[src/rtl/dis_fe_pkg.sv]
// Shared field positions of the 32-bit front-end point word and channel limits.
// Word layout: {valid, tag[2:0], 5'b0, i[2:0], y[9:0], x[9:0]}.
package dis_fe_pkg;

  localparam int FE_VALID_BIT = 31;
  localparam int FE_TAG_MSB   = 30;
  localparam int FE_TAG_LSB   = 28;
  localparam int FE_I_MSB     = 22;
  localparam int FE_I_LSB     = 20;
  localparam int FE_Y_MSB     = 19;
  localparam int FE_Y_LSB     = 10;
  localparam int FE_X_MSB     = 9;
  localparam int FE_X_LSB     = 0;

  localparam int FE_MAX_REQ   = 8;

endpackage

[src/rtl/dis_fe_fifo.sv]
// DEPTH x 32 synchronous FIFO with a combinational head (zero when empty).
// A push while full is accepted only if a pop happens in the same cycle; flush wins over both.
module dis_fe_fifo #(
  parameter int DEPTH = 4,
  localparam int AW = $clog2(DEPTH),
  localparam int LW = AW + 1
) (
  input  logic          clk,
  input  logic          reset,
  input  logic          push,
  input  logic [31:0]   push_data,
  input  logic          pop,
  input  logic          flush,
  output logic [31:0]   head,
  output logic [LW-1:0] level
);

  localparam logic [LW-1:0] FULL = LW'(DEPTH);

  logic [31:0]   mem [DEPTH];
  logic [AW-1:0] rd_ptr;
  logic [AW-1:0] wr_ptr;
  logic          do_push;
  logic          do_pop;

  assign do_pop  = pop && (level != '0);
  assign do_push = push && ((level != FULL) || do_pop);

  always_ff @(posedge clk or negedge reset) begin
    if (!reset) begin
      rd_ptr <= '0;
      wr_ptr <= '0;
      level  <= '0;
    end else if (flush) begin
      rd_ptr <= '0;
      wr_ptr <= '0;
      level  <= '0;
    end else begin
      if (do_push) wr_ptr <= wr_ptr + 1'b1;
      if (do_pop)  rd_ptr <= rd_ptr + 1'b1;
      case ({do_push, do_pop})
        2'b10:   level <= level + 1'b1;
        2'b01:   level <= level - 1'b1;
        default: level <= level;
      endcase
    end
  end

  // Storage needs no reset: the head is masked by level.
  always_ff @(posedge clk) begin
    if (do_push && !flush) mem[wr_ptr] <= push_data;
  end

  assign head = (level != '0) ? mem[rd_ptr] : '0;

endmodule

[src/rtl/dis_fe_arb.sv]
// Round-robin arbiter sharing the FE read port among NREQ display channels.
// One grant per cycle into a DEPTH-word FIFO; the winner gets a one-cycle ack on the next cycle.
module dis_fe_arb
  import dis_fe_pkg::*;
#(
  parameter int NREQ  = 2,
  parameter int DEPTH = 4,
  parameter int TAG   = 1
) (
  input  logic                     clk,
  input  logic                     reset,
  input  logic                     enable,
  input  logic                     flush,
  input  logic [NREQ-1:0]          rq,
  input  logic [32*NREQ-1:0]       rq_data,
  output logic [NREQ-1:0]          ack,
  input  logic                     s_read,
  output logic [31:0]              s_readdata,
  output logic                     fe_data_rq,
  output logic [$clog2(DEPTH):0]   level
);

  localparam int IW = (NREQ > 1) ? $clog2(NREQ) : 1;
  localparam int LW = $clog2(DEPTH) + 1;
  localparam logic [LW-1:0] FULL = LW'(DEPTH);

  logic [IW-1:0]   rr;
  logic [IW-1:0]   win;
  logic            found;
  logic [NREQ-1:0] elig;
  logic            space;
  logic            grant;
  logic [31:0]     word;
  logic [NREQ-1:0] ack_nxt;

  // A channel whose ack is high has not yet dropped rq, so it is masked out.
  assign elig  = rq & ~ack;
  assign space = (level != FULL) || s_read;
  assign grant = enable && !flush && found && space;

  always_comb begin
    found = 1'b0;
    win   = '0;
    for (int k = 0; k < NREQ; k++) begin
      for (int i = 0; i < NREQ; i++) begin
        if (!found && elig[i] && (((int'(rr) + k) % NREQ) == i)) begin
          found = 1'b1;
          win   = IW'(i);
        end
      end
    end
  end

  always_comb begin
    word    = '0;
    ack_nxt = '0;
    for (int i = 0; i < NREQ; i++) begin
      if (win == IW'(i)) word = rq_data[32*i +: 32];
      ack_nxt[i] = grant && (win == IW'(i));
    end
    word[FE_VALID_BIT] = 1'b1;
    if (TAG != 0) word[FE_TAG_MSB:FE_TAG_LSB] = 3'(win);
  end

  always_ff @(posedge clk or negedge reset) begin
    if (!reset) begin
      rr  <= '0;
      ack <= '0;
    end else begin
      ack <= ack_nxt;
      if (flush)      rr <= '0;
      else if (grant) rr <= (win == IW'(NREQ - 1)) ? '0 : win + 1'b1;
    end
  end

  dis_fe_fifo #(.DEPTH(DEPTH)) u_fifo (
    .clk       (clk),
    .reset     (reset),
    .push      (grant),
    .push_data (word),
    .pop       (s_read),
    .flush     (flush),
    .head      (s_readdata),
    .level     (level)
  );

  assign fe_data_rq = (level != '0);

endmodule
[config.mk]
export PLATFORM = sky130hd
export DESIGN_NAME = dis_fe_arb
export DESIGN_NICKNAME = d
export VERILOG_FILES = /design/src/rtl/dis_fe_pkg.sv /design/src/rtl/dis_fe_fifo.sv /design/src/rtl/dis_fe_arb.sv
export SDC_FILE = /design/constraint.sdc
export NUM_CORES = 1
export LEC_CHECK = 0
export ABC_AREA = 1
export CAP_MARGIN = 30
export CORE_MARGIN = 2
export CORE_UTILIZATION = 56
export CTS_BUF_LIST = sky130_fd_sc_hd__clkbuf_4 sky130_fd_sc_hd__clkbuf_8 sky130_fd_sc_hd__clkbuf_16
export CTS_CLUSTER_DIAMETER = 40
export DETAILED_ROUTE_END_ITERATION = 10
export GPL_TIMING_DRIVEN = 0
export HOLD_SLACK_MARGIN = 0.05
export PLACE_DENSITY = 0.92
export RECOVER_POWER = 25
export SLEW_MARGIN = 20
export SYNTH_ARGS = -nofsm -noshare
export SYNTH_HDL_FRONTEND = slang
export SYNTH_SLANG_ARGS = --single-unit
[constraint.sdc]
create_clock -name clk -period 3.85 [get_ports clk]
set_input_delay 0.385 -clock clk [delete_from_list [all_inputs] [get_ports clk]]
set_output_delay 0.385 -clock clk [all_outputs]
set_load 0.02 [all_outputs]
Word level (Yosys, flattened, before mapping). Memory sizes are Yosys's and may differ from the RTL's. Index checks and enable logic that the tools add are counted.

Bits in registers: 10. Bits in latches: 0. RAM bits: 116. Bits in read-only memories: 0. Input port bits: 71. Output and inout port bits: 38. Logic and storage cells: 68. Memories kept: 1.

Memory list: u_fifo.mem (depth 4, bits a word 29, read ports 1, clocked after Yosys merged registers in 0, wr ports 1, RTL line dis_fe_fifo.sv:20) `logic [31:0] mem [DEPTH];`.

Add/subtract/negate cells: 6. Multipliers: 0. Div/mod/pow operators: 0. $lt $le $gt $ge: 0. Equality and inequality tests: 4. Shift operators: 0. Multiplexer cells: 20. Bitwise logic cells: 4. Reductions and logical operators: 28.

Operator list (number): 32-bit zero test (2); 32-bit two-way mux (1); 28-bit two-way mux (1); 1-bit logical AND (15); 1-bit two-way mux (12); 2-bit two-way mux (4); 3-bit case mux with 2 select lines (1); 2-bit nonzero test (3); 3-bit nonzero test (2); 2-bit by 1-bit adder with 2-bit output, second input constant (2); 2-bit equality test, second input constant (2); 1-bit zero test (4); 3-bit by 1-bit adder with 3-bit output, second input constant (1); 3-bit two-way mux (1); 3-bit inequality test, second input constant (1); 3-bit by 1-bit subtractor with 3-bit output, second input constant (1); 1-bit adder, second input constant (2); 2-bit bitwise AND (1); 2-bit by 1-bit equality test with 1-bit output, second input constant (1); 1-bit logical OR (2); 2-bit NOT (1); 1-bit bitwise AND, first input constant (1); 1-bit NOT (1).

Logic depth before layout (Yosys ltp).
Depth after elaboration: 22. Mapped depth: 13. Mapped depth without buffers: 13.

Modules after synthesis. A second synthesis with hierarchy kept.

Cell total of the unflattened synthesis: 563. Area total of the unflattened synthesis: 5984.5 µm².

Modules (own cells, without submodules): dis_fe_fifo (instances 1, cells each 443, area an instance 5441.5 µm², sequential area each 4018.9 µm²); dis_fe_arb (instances 1, cells each 120, area an instance 543.0 µm², sequential area each 75.1 µm²).

Least setup slack after synthesis. OpenSTA, ideal clock, no wires.

Kind: flip-flop to flip-flop. From: reg u_fifo.level[0]. To: mem u_fifo.mem[0][0] (netlist name), enable pin. Setup time: 0.415 ns. Arrival time: 2.193 ns. Data required time: 3.435 ns. Setup slack: 1.241 ns. Cell stages (with the launch flop): 6. Buffers on the path: 1. Period minus slack after synthesis: 2.609 ns. Cells stage by stage: dfrtp_1 > nor2_4 > nand2_2 > nand3_4 > buf_6 > nor2_1.

Longest elaborated chain between the ends: 7. Elaborated cells between the ends (all ways): 10. Classes of those cells: eq/ne: 1; mux: 2; reduce/logical: 7.

RTL lines: start: declaration (RTL line dis_fe_fifo.sv:15) `output logic [LW-1:0] level`; start signal: assignment (RTL line dis_fe_fifo.sv:42) `2'b10: level <= level + 1'b1;`; start signal: assignment (RTL line dis_fe_fifo.sv:43) `2'b01: level <= level - 1'b1;`; start signal: assignment (RTL line dis_fe_fifo.sv:44) `default: level <= level;`; 3-bit inequality test or 3-bit nonzero test (tied branches) (RTL line dis_fe_fifo.sv:27, dis_fe_arb.sv:38, dis_fe_fifo.sv:26); 1-bit logical OR or 1-bit logical AND (tied branches) (RTL line dis_fe_arb.sv:38, dis_fe_fifo.sv:26); 1-bit logical AND or 1-bit logical OR (tied branches) (RTL line dis_fe_arb.sv:39, dis_fe_fifo.sv:27); 1-bit logical AND (*) (RTL line dis_fe_fifo.sv:27) `assign do_push = push && ((level != FULL) || do_pop);`; 1-bit logical AND (*) (RTL line dis_fe_fifo.sv:51) `if (do_push && !flush) mem[wr_ptr] <= push_data;`; 1-bit two-way mux (*) (RTL line dis_fe_fifo.sv:51); 1-bit two-way mux (not written as such) (*) (RTL line dis_fe_fifo.sv:51); end: declaration (RTL line dis_fe_fifo.sv:20).

Every way passes the cells marked *; elsewhere a longest branch is shown, timed or not.

Final worst setup path.
From: reg u_fifo.level[0]. To: out s_readdata[28].

Longest elaborated chain between the ends: 2.

RTL lines: 3-bit nonzero test (RTL line dis_fe_fifo.sv:54) `assign head = (level != '0) ? mem[rd_ptr] : '0;`; 32-bit two-way mux (RTL line dis_fe_fifo.sv:54); end: declaration (RTL line dis_fe_arb.sv:18) `output logic [31:0] s_readdata,`.

No other way between the ends.

==> results.sh <==
export IMPL_status="finished clean"
export IMPL_initialDrtViolationCount=449
export IMPL_slowest_delay_ps=650
export IMPL_seq_power_share_pct=39.8
export IMPL_hold_class="primary input to asynchronous set/reset pin"
export IMPL_post_dp_hpwl_mm=9.27
export IMPL_multiInputGateArea_um2=1530
export IMPL_grt_max_degree=25
export IMPL_clkTransAtPathRegs_ps=60
export IMPL_drtAntennaViolNets=0
export IMPL_fill_cells=593
export IMPL_drc=0
export IMPL_rr_worst_depth=13
export IMPL_clockBufferDepth=2
export IMPL_arrival_ps=2500
export IMPL_power_internal_mw=2.85
export IMPL_cts_root_buf="clkbuf_8"
export IMPL_ios=109
export IMPL_swShare_pct=28.8
export IMPL_synth_cell_types=32
export IMPL_cp_required_ps=3460
export IMPL_worst_pin_slew_ps=825
export IMPL_post_cts_resized=0
export IMPL_area_delta_synth_final_pct=31.2
export IMPL_die_x_um=104
export IMPL_cp_num_cells=7
export IMPL_fin_total_pwr_mw=4.01
export IMPL_grt_overflow_total=0
export IMPL_grt_antenna_before_repair=0
export IMPL_finalWirelength_mm=14.8
export IMPL_path_max_fanout=10
export IMPL_crit_chain="nor2_1 > nand2_1 > inv_2 > buf_6 > buf_6 > a21oi_1 > clkdlybuf4s50_1"
export IMPL_finalSetupViolations=0
export IMPL_drv_slew=0
export IMPL_cts_tree="yes"
export IMPL_ir_drop_v=0.000377
export IMPL_core_area_um2=9730
export IMPL_start_util_pct=57.4
export IMPL_numCtsBuffers=17
export IMPL_num_rows=36
export IMPL_r2r_start="u_fifo.level[0]"
export IMPL_via_per_inst=5.58
export IMPL_die_area_um2=10800
export IMPL_place_gp_congestion=0.839
export IMPL_postCtsHoldBufs=0
export IMPL_die_h_um=104
export IMPL_ys_ff_latch=126
export IMPL_cts_sinks=126
export IMPL_power_switching_mw=1.16
export IMPL_mostFrequentLayoutCells="nor2_1, edfxtp_1, nand2_1"
export IMPL_rsz0062_at_grt="false"
export IMPL_worst_path_buf_inv=4
export IMPL_vias=4383
export IMPL_grt_first_pass_wirelength_mm=22.4
export IMPL_cts_max_level=4
export IMPL_slew_headroom_pct=45.0
export IMPL_setup_tns_ps=0
export IMPL_wl_per_cell_um=18.8
export IMPL_final_core_util_pct=75.3
export IMPL_crit_family="buffers and inverters"
export IMPL_synth_seq_area_share_pct=66.9
export IMPL_cp_common_cell="buf_6"
export IMPL_drive_gt1_share_pct=11.0
export IMPL_drv_cap=0
export IMPL_grt_usage_pct=27.7
export IMPL_clkPwrFrac_pct=35.6
export IMPL_finalCritPeriodShare_pct=74.9
export IMPL_avgSynthCellArea_um2=10.8
export IMPL_startpoint="u_fifo.level[0]"
export IMPL_final_common_cell="nor2_1"
export IMPL_path_class="flop to primary output"
export IMPL_insertion_delay_ps=540
export IMPL_synth_warnings=0
export IMPL_post_route_min_period_ps=2880
export IMPL_pwr_share_comb_pct=24.6
export IMPL_nets=716
export IMPL_synthCells=518
export IMPL_start_kind="flop"
export IMPL_num_antenna_cells=0
export IMPL_post_cts_buffers=0
export IMPL_p_per_area_nw_per_um2=547
export IMPL_fin_hold_ws_ps=257
export IMPL_dr_pass1_iters=5
export IMPL_first_global_vias=4462
export IMPL_synthesis_area_um2=5580
export IMPL_cp_end_kind="primary output"
export IMPL_yosys_top_cells_area="edfxtp_1, nor2_1, nand2_1"
export IMPL_register_area_um2=3730
export IMPL_synth_top_area_share_pct=62.4
export IMPL_yosys_area_top_type="edfxtp_1"
export IMPL_cp_slowest_cell="clkdlybuf4s50_1"
export IMPL_cellLeakagePower_nw=2.81
export IMPL_numPortBuffers=98
export IMPL_clock_skew_ps=10.9
export IMPL_hold_violations=0
export IMPL_max_freq_mhz=347
[final timing paths]
path	to	slack, ps
min in group clk	u_fifo.mem[2][21]	570
max in group asynchronous	u_fifo.rd_ptr[1]	3250
worst max register to register	u_fifo.level[2]	1370
worst min-delay path	ack[1]	260
worst min register to register	rr	580
worst max-delay path	s_readdata[28]	970
[kinds of logic (layout without fill, tap and decap cells)]
logic type / after synthesis / in the layout / synth area share, %
compound gates: 93 / 93 / 8.54
xor+xnor: 1 / 1 / 0.157
fa+ha+maj: 5 / 5 / 1.26
buf+inv: 52 / 186 / 5.49
flops: 126 / 126 / 66.9
other cells: 1 / 2 / 0.0672
simple gates: 240 / 240 / 17.6
[area by class of cell]
cell class / instances / area share [%]
sequential: 126 / 51.0
multi-input combinational: 341 / 20.9
timing repair buffer: 102 / 14.7
clock buffer: 23 / 6.27
buffer: 32 / 2.85
tap: 133 / 2.27
inverter: 20 / 1.09
clock inverter: 9 / 0.957
[per-layer routing]
layer	wire length (um)	up-vias	global-route usage, %
met1	5190	2038	31.4
met5	0	-	0
met4	583	0	14.4
li1	-	1996	-
met2	7590	283	48.2
met3	1390	66	7.36
[cells in the mapped netlist]
master / count
a21oi_1: 31
buf_1: 1
buf_2: 6
buf_4: 10
buf_6: 6
buf_8: 1
clkbuf_1: 4
clkbuf_2: 4
conb_1: 1
dfrtp_1: 10
edfxtp_1: 116
fa_1: 1
ha_1: 4
inv_1: 16
inv_2: 2
inv_4: 2
nand2_1: 95
nand2_2: 3
nand2_4: 3
nand3_1: 8
nand3_2: 1
nand3_4: 1
nand3b_1: 1
nand4_1: 1
nor2_1: 123
nor2_2: 3
nor2_4: 1
o21ai_0: 49
o21ai_1: 11
o21ai_2: 1
o22ai_2: 1
xnor2_1: 1
[power by group through the flow]
stage	clock, mW	combinational (mW)	sequential, mW
after global placement	0	0.929	1.62
after detailed placement	0	0.980	1.62
after CTS	1.42	0.995	1.60
after global routing	1.49	1.05	1.60
after floorplan	0	0.544	1.62
final	1.43	0.985	1.60
[registers in the layout (all words and copies together) (netlist names)]
name and flops:
u_fifo.rd_ptr 2, ack 2, u_fifo.mem 116, u_fifo.level 3
rr 1, u_fifo.wr_ptr 2
[per-stage QoR]
stage / instance area [um^2] / cells / setup slack [ps]
floorplan: 5590 / 519 / 1240
global placement: 6730 / 750 / 12.0
detailed placement: 6860 / 754 / 1440
CTS: 7390 / 786 / 998
global route: 7320 / 786 / 845
finish: 7320 / 786 / 966
Power figures use the tool's default switching activity.
